<file path="src/rtl/linalg_pkg.sv">
// linalg_pkg: shared definitions for the linear-algebra block family.
//   WORD_W  - width of one matrix element
//   state_t - two-state handshake FSM used by the matrix serializer
//   idx_w() - index width for a count of n items (clog2, never below 1)
package linalg_pkg;

  localparam int WORD_W = 32;

  typedef enum logic {
    GET_MAT   = 1'b0,
    PUT_WORDS = 1'b1
  } state_t;

  function automatic int idx_w(input int n);
    return (n <= 1) ? 1 : $clog2(n);
  endfunction

endpackage

</file>
<file path="src/rtl/mat_serializer.sv">
// mat_serializer: captures a whole M x P matrix on a matrix-level stb/ack
// handshake and replays it one element per transfer on a word-level stb/ack
// stream, tagged with its emission index and a last flag.
//
// Ports
//   clk              clock, all state on the rising edge
//   rst              asynchronous, active-low reset
//   input_mat        matrix, element (r,c) = input_mat[r][c]
//   input_mat_stb    producer offers input_mat
//   input_mat_ack    block ready to capture a matrix (registered)
//   output_word      current element (registered)
//   output_index     emission index k of output_word (registered)
//   output_last      high while output_word is element k = M*P-1 (registered)
//   output_word_stb  output_word/index/last valid (registered)
//   output_word_ack  sink accepts the current word
//
// COL_MAJOR = 0 emits row-major (k = r*P + c), 1 emits column-major
// (k = c*M + r). Order comes purely from how the r/c counters nest.
module mat_serializer
  import linalg_pkg::*;
#(
  parameter int M         = 1,
  parameter int P         = 1,
  parameter bit COL_MAJOR = 1'b0,
  parameter int IDX_W     = idx_w(M * P)
) (
  input  logic                              clk,
  input  logic                              rst,
  input  logic [M-1:0][P-1:0][WORD_W-1:0]   input_mat,
  input  logic                              input_mat_stb,
  output logic                              input_mat_ack,
  output logic [WORD_W-1:0]                 output_word,
  output logic [IDX_W-1:0]                  output_index,
  output logic                              output_last,
  output logic                              output_word_stb,
  input  logic                              output_word_ack
);

  localparam int RW = idx_w(M);
  localparam int CW = idx_w(P);
  localparam logic [RW-1:0]    R_LAST = RW'(M - 1);
  localparam logic [CW-1:0]    C_LAST = CW'(P - 1);
  localparam logic [IDX_W-1:0] K_LAST = IDX_W'(M * P - 1);

  state_t                            state_q, state_d;
  logic [M-1:0][P-1:0][WORD_W-1:0]   buf_q, buf_d;
  logic [RW-1:0]                     r_q, r_d, r_step;
  logic [CW-1:0]                     c_q, c_d, c_step;
  logic [IDX_W-1:0]                  k_q, k_d, k_step;
  logic [WORD_W-1:0]                 word_q, word_d, sel_word;
  logic                              last_q, last_d;
  logic                              stb_q, stb_d;
  logic                              mat_ack_q, mat_ack_d;

  // Position of the element that follows the one currently presented.
  always_comb begin
    r_step = r_q;
    c_step = c_q;
    k_step = k_q + 1'b1;
    if (COL_MAJOR) begin
      if (r_q == R_LAST) begin
        r_step = '0;
        c_step = c_q + 1'b1;
      end else begin
        r_step = r_q + 1'b1;
      end
    end else begin
      if (c_q == C_LAST) begin
        c_step = '0;
        r_step = r_q + 1'b1;
      end else begin
        c_step = c_q + 1'b1;
      end
    end
  end

  // Element mux over the buffer; written as a compare loop so the counter
  // widths never have to match the array bounds exactly.
  always_comb begin
    sel_word = '0;
    for (int ri = 0; ri < M; ri++) begin
      for (int ci = 0; ci < P; ci++) begin
        if (r_step == RW'(ri) && c_step == CW'(ci)) begin
          sel_word = buf_q[ri][ci];
        end
      end
    end
  end

  always_comb begin
    state_d   = state_q;
    buf_d     = buf_q;
    r_d       = r_q;
    c_d       = c_q;
    k_d       = k_q;
    word_d    = word_q;
    last_d    = last_q;
    stb_d     = stb_q;
    mat_ack_d = mat_ack_q;

    case (state_q)
      GET_MAT: begin
        // Ack rises on the first edge out of reset and stays up while idle.
        mat_ack_d = 1'b1;
        stb_d     = 1'b0;
        if (input_mat_stb && mat_ack_q) begin
          buf_d     = input_mat;
          r_d       = '0;
          c_d       = '0;
          k_d       = '0;
          word_d    = input_mat[0][0];
          last_d    = (M * P == 1);
          stb_d     = 1'b1;
          mat_ack_d = 1'b0;
          state_d   = PUT_WORDS;
        end
      end
      PUT_WORDS: begin
        if (stb_q && output_word_ack) begin
          if (last_q) begin
            stb_d     = 1'b0;
            last_d    = 1'b0;
            mat_ack_d = 1'b1;
            state_d   = GET_MAT;
          end else begin
            r_d    = r_step;
            c_d    = c_step;
            k_d    = k_step;
            word_d = sel_word;
            last_d = (k_step == K_LAST);
          end
        end
      end
      default: state_d = GET_MAT;
    endcase
  end

  always_ff @(posedge clk or negedge rst) begin
    if (!rst) begin
      state_q   <= GET_MAT;
      buf_q     <= '0;
      r_q       <= '0;
      c_q       <= '0;
      k_q       <= '0;
      word_q    <= '0;
      last_q    <= 1'b0;
      stb_q     <= 1'b0;
      mat_ack_q <= 1'b0;
    end else begin
      state_q   <= state_d;
      buf_q     <= buf_d;
      r_q       <= r_d;
      c_q       <= c_d;
      k_q       <= k_d;
      word_q    <= word_d;
      last_q    <= last_d;
      stb_q     <= stb_d;
      mat_ack_q <= mat_ack_d;
    end
  end

  assign input_mat_ack   = mat_ack_q;
  assign output_word     = word_q;
  assign output_index    = k_q;
  assign output_last     = last_q;
  assign output_word_stb = stb_q;

endmodule

</file>
<file path="config.mk">
export PLATFORM = sky130hd
export DESIGN_NAME = mat_serializer
export DESIGN_NICKNAME = d
export VERILOG_FILES = /design/src/rtl/linalg_pkg.sv /design/src/rtl/mat_serializer.sv
export SDC_FILE = /design/constraint.sdc
export NUM_CORES = 1
export LEC_CHECK = 0
export BUFFER_PORTS_ARGS = -buffer_cell sky130_fd_sc_hd__buf_2
export CAP_MARGIN = 20
export CORE_MARGIN = 2
export CORE_UTILIZATION = 40
export CTS_BUF_LIST = sky130_fd_sc_hd__clkbuf_4
export DETAILED_ROUTE_END_ITERATION = 12
export GPL_TIMING_DRIVEN = 0
export SETUP_SLACK_MARGIN = 0.02
export SYNTH_ARGS = -nofsm -noshare
export SYNTH_HDL_FRONTEND = slang
export SYNTH_SLANG_ARGS = --single-unit
</file>
<file path="constraint.sdc">
create_clock -name clk -period 2.9 [get_ports clk]
set_input_delay 0.29 -clock clk [delete_from_list [all_inputs] [get_ports clk]]
set_output_delay 0.29 -clock clk [all_outputs]
set_load 0.03 [all_outputs]
</file>
==> qor.yml, run 1 <==
rsz0062_at_grt: "false"
post_cts_resized: 0
synth_seq_cells: 70
syn-cell-area_um2: 3140
drv_cap: 0
grt.total_usage_pct: 15.3
ir_drop_uv: 477
cts_buffers: 9
p_leak_nw: 1.91
highest_layer: "met4"
synth_cell_types: 19
critical-path-max-stage-delay_ps: 390
worstSetupPathType: "reg -> reg"
tns_ps: 0
fin_skew_ps: 16.6
fmax_mhz: 639
fp-row-count: 32
viasPerCell: 4.90
insertion_delay_ps: 410
initial_core_util_pct: 41.1
setup_slack_ps: 1340
worst_pin_slew_ps: 533
end_kind: "flip-flop"
h-tree-depth: 3
drc: 0
fin_crit_ps: 1560
synth_nets: 240
dp_hpwl_um: 4070
drtIter0Drc: 70
root_buffer: "clkbuf_4"
die_h_um: 92.6
drt-total-wl_um: 6120
slew_viol_final: 0
routedWlPerCell_um: 15.4
clk_path_buf_depth: 2
hold_viol_final: 0
critPathMaxFanout: 10
dpl_worst_slack_ps: 1350
finalPower_mw: 4.40
cp_slowest_cell: "dfrtp_1"
fill_cells: 692
drtAntennaViolNets: 0
grt_pass1_wl_um: 9970
final_common_cell: "buf_2"
num-nets-final: 324
met1Wirelength_um: 2850
ys_warn_count: 0
gp_congestion: 0.703
clkSlewWorstSetupHoldPaths_ps: 120
met3WireLength_um: 331
final_cell_mix: "buf_2, dfrtp_1, mux2_4"
antenna_found_initial: 1
layout-drive-gt1-share_pct: 57.3
fin_area_um2: 3810
power.density_nw_per_um2: 1150
vias: 1942
core_um2: 7650
start_kind: "flip-flop"
worstPathArrival_ps: 1860
period_share_pct: 54.0
overflow: 0
postSynthCellCount: 204
synthToLayoutAreaGrowth_pct: 21.5
placed_cell_area_um2: 3650
ioPinCount: 72
grt_pass1_vias: 1998
grt_max_degree: 40
cp_cell_sequence: "buf_6, nand3b_4, nand2_2, buf_4, mux2_4"
slew_headroom_pct: 64.5
die-width_um: 92.6
cts_tree: "built"
cts.sinks: 70
fp.dieArea_um2: 8580
yosysSeqAreaShare_pct: 55.8
outcome: "finished clean"
hp-class: "in -> reg"
routed-wl-met2_um: 2860
crit_required_ps: 3200
avgSynthCellArea_um2: 15.4
dr.pass1.iters: 4
setup_viol: 0
place.port_buffers: 71
## per-stage QoR
stage	utilization, %	hold WS, ps	cells
after floorplan	-	-5.59	204
after global placement	47.4	465	377
after detailed placement	47.7	261	378
after CTS	49.9	88.8	395
after global routing	49.9	66.7	396
final	49.9	110	396
## flip-flops by register name, summed over array words and instances (netlist names)
register,flops
output_word,32
output_index,1
state_q,1
input_mat_ack,1
output_last,1
buf_q,32
output_word_stb,1
r_q,1
## metal layers
| metal | vias to the layer above | track usage [%] |
|---|---|---|
| li1 | 919 | - |
| met5 | - | 0 |
| met3 | 8 | 5.70 |
| met2 | 47 | 23.4 |
| met4 | 0 | 4.85 |
| met1 | 968 | 20.1 |
## worst max-delay path: cells and delay by family, from the launching register on
family	cells	cell delay (ps)
DFF	1	390
and+or+nand+nor	2	330
muxes	1	320
buffers and inverters	2	400
## final timing paths
path                               from              end  slack [ps]  depth (start not counted)
max in group asynchronous           rst        buf_q[22]        2000                          3
min in group asynchronous           rst  output_word_stb         340                          2
max                             state_q  output_word[20]        1340                          5
min reg2reg                   buf_q[12]        buf_q[12]         510                          2
max reg2reg                     state_q  output_word[20]        1340                          5
min                        input_mat[4]         buf_q[4]         110                          2
## cell type report
type | count | area [um^2] | area share [%]
Clock inverter | 5 | 73.8 | 1.94
Multi-Input combinational cell | 117 | 1250 | 32.9
Sequential cell | 70 | 1750 | 45.9
Antenna cell | 1 | 2.50 | 0.0656
Timing Repair Buffer | 73 | 388 | 10.2
Tap cell | 102 | 128 | 3.35
Clock buffer | 11 | 82.6 | 2.16
Inverter | 2 | 7.51 | 0.197
Buffer | 15 | 126 | 3.31
## synth_stat cells
cell	instances	area, um^2
buf_2	2	10.0
nand4b_4	1	23.8
mux2_4	32	480
o21ai_0	4	20.0
or3b_2	1	8.76
buf_4	2	15.0
and2_4	1	8.76
nand3b_4	1	20.0
nand2_2	1	6.26
inv_1	2	7.51
nand3_1	7	35.0
a22o_1	30	263
dfrtp_1	70	1750
o21a_1	1	7.51
a22o_2	1	10.0
buf_6	8	90.1
mux2_2	31	349
clkbuf_1	3	11.3
nand2_1	6	22.5
## logic make-up (layout without fill, tap and decap cells)
| group | after synthesis | after routing | synth area share (%) |
|---|---|---|---|
| compound gates | 36 | 36 | 9.56 |
| buf+inv | 17 | 106 | 4.26 |
| flops | 70 | 70 | 55.8 |
| mux | 63 | 63 | 26.4 |
| other cells | 0 | 1 | 0 |
| simple gates | 18 | 18 | 3.98 |
## timing repair
action	in CTS	in global routing
setup buffers	0	0
hold buffers	1	0
endpoints found under the hold margin	31	0
## power breakdown
group,internal (mW),switching (mW)
Combinational,0.977,1.03
Sequential,1.44,0.250
Clock,0.364,0.343
Total,2.78,1.62
(Power assumes the default switching activity.)
==> run 2: changes to the inputs <==
Clock period 2.9 ns to 1.5 ns, I/O delays scaled along.
==> run 2 against run 1 <==
Global-route usage up 0.18 points; via count rose by 5.9%; wire length rose by 5.5%; clock power grew 110%; final cell count increased by 8.3%; fmax is 6.5% higher; largest power group unchanged; first-iteration DRC count shrank 79%; sequential cell count stayed put.
==> qor.yml, run 2 (synthesized netlist as in run 1, its figures left out) <==
routedWlPerCell_um: 15.0  # -2.6%
cts.sinks: 70  # unchanged
start_kind: "flip-flop"
grt_max_degree: 71  # +78%
p_leak_nw: 2.09  # +9.2%
hp-class: "in -> reg"
drtIter0Drc: 15  # -79%
crit_required_ps: 1800  # -1400 ps
fill_cells: 655  # -5.3%
slew_viol_final: 0  # unchanged
antenna_found_initial: 0  # -1
outcome: "finished clean"
hold_viol_final: 0  # unchanged
diodes: 0  # -1
rsz0062_at_grt: "true"
final_common_cell: "buf_2"
fin_skew_ps: 16.8  # +0.206 ps
gp_congestion: 0.692  # -1.6%
insertion_delay_ps: 400  # about the same
die_h_um: 92.6  # unchanged
period_share_pct: 97.9  # +44 points
ioPinCount: 72  # unchanged
ir_drop_uv: 904  # +90%
clkSlewWorstSetupHoldPaths_ps: 120  # about the same
num-nets-final: 358  # +10%
fp.dieArea_um2: 8580  # unchanged
root_buffer: "clkbuf_4"
clk_path_buf_depth: 2  # unchanged
vias: 2057  # +5.9%
grt_pass1_wl_um: 10200  # +2.2%
initial_core_util_pct: 41.1  # unchanged
critPathMaxFanout: 10  # unchanged
dp_hpwl_um: 3990  # -1.9%
fp-row-count: 32  # unchanged
die-width_um: 92.6  # unchanged
synthToLayoutAreaGrowth_pct: 35.0
overflow: 0  # unchanged
cts_buffers: 9  # unchanged
drt-total-wl_um: 6460  # +5.5%
place.port_buffers: 71  # unchanged
layout-drive-gt1-share_pct: 53.2  # -4.1 points
grt_pass1_vias: 2066  # +3.4%
drc: 0  # unchanged
dr.pass1.iters: 4  # unchanged
cts_tree: "built"
worstPathArrival_ps: 1770  # -90 ps
h-tree-depth: 3  # unchanged
power.density_nw_per_um2: 2110  # +82%
fmax_mhz: 681  # +6.5%
worstSetupPathType: "reg -> reg"
worst_pin_slew_ps: 873  # +340 ps
viasPerCell: 4.79  # -2.2%
grt.total_usage_pct: 15.5  # +0.18 points
final_cell_mix: "buf_2, dfrtp_1, mux2_4, dlygate4sd3_1"
drv_cap: 0  # unchanged
end_kind: "flip-flop"
fin_crit_ps: 1470  # -96.1 ps
finalPower_mw: 8.92  # +100%
fin_area_um2: 4240  # +11%
drtAntennaViolNets: 0  # unchanged
setup_viol: 0  # unchanged
placed_cell_area_um2: 3630  # -0.48%
slew_headroom_pct: 41.8  # -23 points
core_um2: 7650  # unchanged
## run 2: path summary, 6_finish.rpt
path | from | depth (start not counted) | endpoint | slack, ps
max in group asynchronous | rst | 2 | output_last | 500
min | output_word_ack | 4 | output_word_stb | 90
max | state_q | 5 | buf_q[28] | 30
min reg2reg | buf_q[12] | 2 | buf_q[12] | 510
max reg2reg | state_q | 5 | buf_q[28] | 30
min in group asynchronous | rst | 2 | output_word_stb | 410
## run 2: final cells by class
type                       instances  area, um^2  area share [%]
sequential                        70        1750            41.4
multi-input combinational        117        1270            30.0
timing repair buffer             108         736            17.4
buffer                            14         161            3.81
tap                              102         128            3.01
clock inverter                     5        97.6            2.30
clock buffer                      11        82.6            1.95
inverter                           2        7.51           0.177
## run 2: critical path, stage by stage (launching register included)
cell and delay [ps]:
dfrtp_1 390, buf_6 130, nand3b_4 210, buf_6 190
buf_6 150, mux2_4 290
## run 2: repair_timing
item | CTS | global route
pin swaps | 0 | 1
hold buffers | 33 | 0
endpoints found under the hold margin | 102 | 0
gates cloned | 0 | 1
buffers inserted | 2 | 1
endpoints found under the setup margin | 31 | 53
resized for setup | 11 | 8
## run 2: power breakdown
| part | internal (mW) | total, mW | switching (mW) |
|---|---|---|---|
| clock network | 0.873 | 1.51 | 0.640 |
| registers | 2.79 | 3.28 | 0.489 |
| logic | 2.09 | 4.13 | 2.04 |
| total | 5.75 | 8.92 | 3.17 |
## run 2: per-layer routing
| layer | global-route usage [%] | part of all wire, % | up-vias |
|---|---|---|---|
| met5 | 0 | 0 | - |
| met4 | 6.97 | 1.5 | 0 |
| met3 | 3.09 | 3.6 | 10 |
| met2 | 24.1 | 48 | 48 |
| met1 | 20.8 | 47 | 1009 |
| li1 | - | - | 990 |
## run 2: through the flow
stage | hold slack, ps | TNS, ps | cells | util, % | setup WS, ps
final | 89.4 | 0 | 429 | 55.4 | 31.2
after global routing | 79.3 | -36.7 | 429 | 55.4 | -20.8
after CTS | 55.7 | 0 | 428 | 54.9 | 18.6
after detailed placement | 340 | -965 | 377 | 47.4 | -60.1
after global placement | 400 | -11170 | 377 | 47.4 | -268
after floorplan | -146 | 0 | 204 | - | 24.5
==> run 3: changes to the inputs <==
Settings changed: CELL_PAD_IN_SITES_DETAIL_PLACEMENT set to 1, CELL_PAD_IN_SITES_GLOBAL_PLACEMENT set to 2, CORE_UTILIZATION 40 to 38, PLACE_DENSITY_LB_ADDON set to 0.1.
==> run 3 against run 2 <==
Register-to-register slack lost 20 ps; clock power is 8% lower; highest routed layer unchanged; sequential power about the same; sequential cell count is the same.
==> qor.yml, run 3 (synthesized netlist as in run 1, its figures left out) <==
dp_cells: 381  # +1.1%
period_share_pct: 98.9  # +1.0 points
startpoint: "state_q"
viasPerCell: 4.87  # +1.7%
place.port_buffers: 71  # unchanged
clk_path_buf_depth: 2  # unchanged
cts_buffers: 9  # unchanged
end_kind: "flip-flop"
vias: 2140  # +4.0%
diodes: 0  # unchanged
worstSetupPathType: "reg -> reg"
fin_skew_ps: 16.7  # -0.0141 ps
dp_hpwl_um: 4500  # +13%
final_cell_mix: "buf_2, dfrtp_1, mux2_4, dlygate4sd3_1"
layout-drive-gt1-share_pct: 54.5  # +1.3 points
cp_cell_sequence: "buf_6, nand3b_4, buf_6, buf_6, mux2_4"
num-nets-final: 365  # +2.0%
worstHoldStart: "output_word_ack"
synthToLayoutAreaGrowth_pct: 38.0
slew_viol_final: 0  # unchanged
power.density_nw_per_um2: 2070  # -1.5%
grt_pass1_vias: 2294  # +11%
setup_viol: 0  # unchanged
r2r-start: "state_q"
fmax_mhz: 674  # -1.0%
start_kind: "flip-flop"
outcome: "finished clean"
drv_cap: 0  # unchanged
final_common_cell: "buf_2"
fp.dieArea_um2: 9010  # +5.0%
grt_max_degree: 52  # -27%
grt.total_usage_pct: 16.7  # +1.2 points
routedWlPerCell_um: 16.3  # +8.6%
core_um2: 8090  # +5.8%
critPathMaxFanout: 10  # unchanged
crit_required_ps: 1820  # +20 ps
worstPathArrival_ps: 1800  # +30 ps
drtIter0Drc: 59  # +44
drtAntennaViolNets: 0  # unchanged
slew_headroom_pct: 81.1  # +39 points
die_h_um: 94.9  # +2.5%
root_buffer: "clkbuf_4"
cts.sinks: 70  # unchanged
antenna_found_initial: 0  # unchanged
finalNonFillerCells: 439  # +2.3%
setup_slack_ps: 15.8  # -15.4 ps
dr.pass1.iters: 5  # +1
gp_congestion: 0.651  # -5.8%
rsz0062_at_grt: "true"
fp-row-count: 33  # +3.1%
cp_slowest_cell: "dfrtp_1"
insertion_delay_ps: 410  # about the same
cts_tree: "built"
crit_top_cell: "buf_6"
p_leak_nw: 2.13  # +2.2%
initial_core_util_pct: 38.8  # -2.3 points
ioPinCount: 72  # unchanged
tns_ps: 0  # unchanged
grt_pass1_wl_um: 11500  # +13%
critical-path-max-stage-delay_ps: 400  # about the same
drc: 0  # unchanged
overflow: 0  # unchanged
worst_pin_slew_ps: 284  # -589 ps
drt-total-wl_um: 7170  # +11%
ir_drop_uv: 852  # -5.8%
fin_crit_ps: 1480  # +15.4 ps
clkSlewWorstSetupHoldPaths_ps: 130  # about the same
die-width_um: 94.9  # +2.5%
hp-class: "in -> reg"
h-tree-depth: 3  # unchanged
hold_viol_final: 0  # unchanged
dpl_worst_slack_ps: -74.6  # -14.5 ps
-- run 3: final timing paths --
check | endpoint | slack, ps | depth (start not counted)
setup reg to reg | buf_q[29] | 20 | 5
setup / recovery | buf_q[29] | 20 | 5
hold / removal | output_word_stb | 80 | 4
min in group asynchronous | output_word[24] | 150 | 2
max in group asynchronous | buf_q[9] | 790 | 3
hold reg to reg | buf_q[12] | 500 | 2
-- run 3: layout make-up --
cell class              instances  area (um^2)
well taps                     105          131
repair buffers                115          843
clock buffers                  10         75.1
fillers                       848         3760
multi-input cells             117         1270
inverters                       2         7.51
flip-flops and latches         70         1750
plain buffers                  14          165
clock inverters                 6         86.3
-- run 3: repair_timing --
item                                    CTS  global route
hold endpoints to repair                101             1
endpoints found under the setup margin   32            40
gates resized for setup                  15             4
gates cloned                              0             3
hold buffers                             32             1
setup buffers                             2             5
-- run 3: stage by stage --
step | power [mW] | hold slack (ps) | instance area [um^2] | utilization, %
2_1_floorplan | 6.26 | -146 | 3140 | -
3_3_place_gp | 7.18 | 400 | 3630 | 44.9
3_5_place_dp | 7.29 | 56.5 | 3660 | 45.2
4_1_cts | 8.91 | 2.17 | 4210 | 52.1
5_1_grt | 9.54 | 96.6 | 4340 | 53.6
6_report | 8.99 | 75.1 | 4340 | 53.6
-- run 3: routing by layer --
metal	up-vias	routed length [um]	global-route usage (%)
met4	0	61	6.16
met1	1087	3340	21.5
li1	1006	-	-
met2	39	3580	27.5
met3	8	196	3.67
met5	-	0	0
-- run 3: power breakdown --
part	switching, mW	internal (mW)	total [mW]
logic	2.10	2.21	4.31
clock network	0.695	0.693	1.39
registers	0.502	2.79	3.29
-- run 3: worst max-delay path: cells and delay by family, from the launching register on --
kind | cells | cell delay (ps)
buf+inv | 3 | 470
mux | 1 | 290
simple gates | 1 | 210
flops | 1 | 400
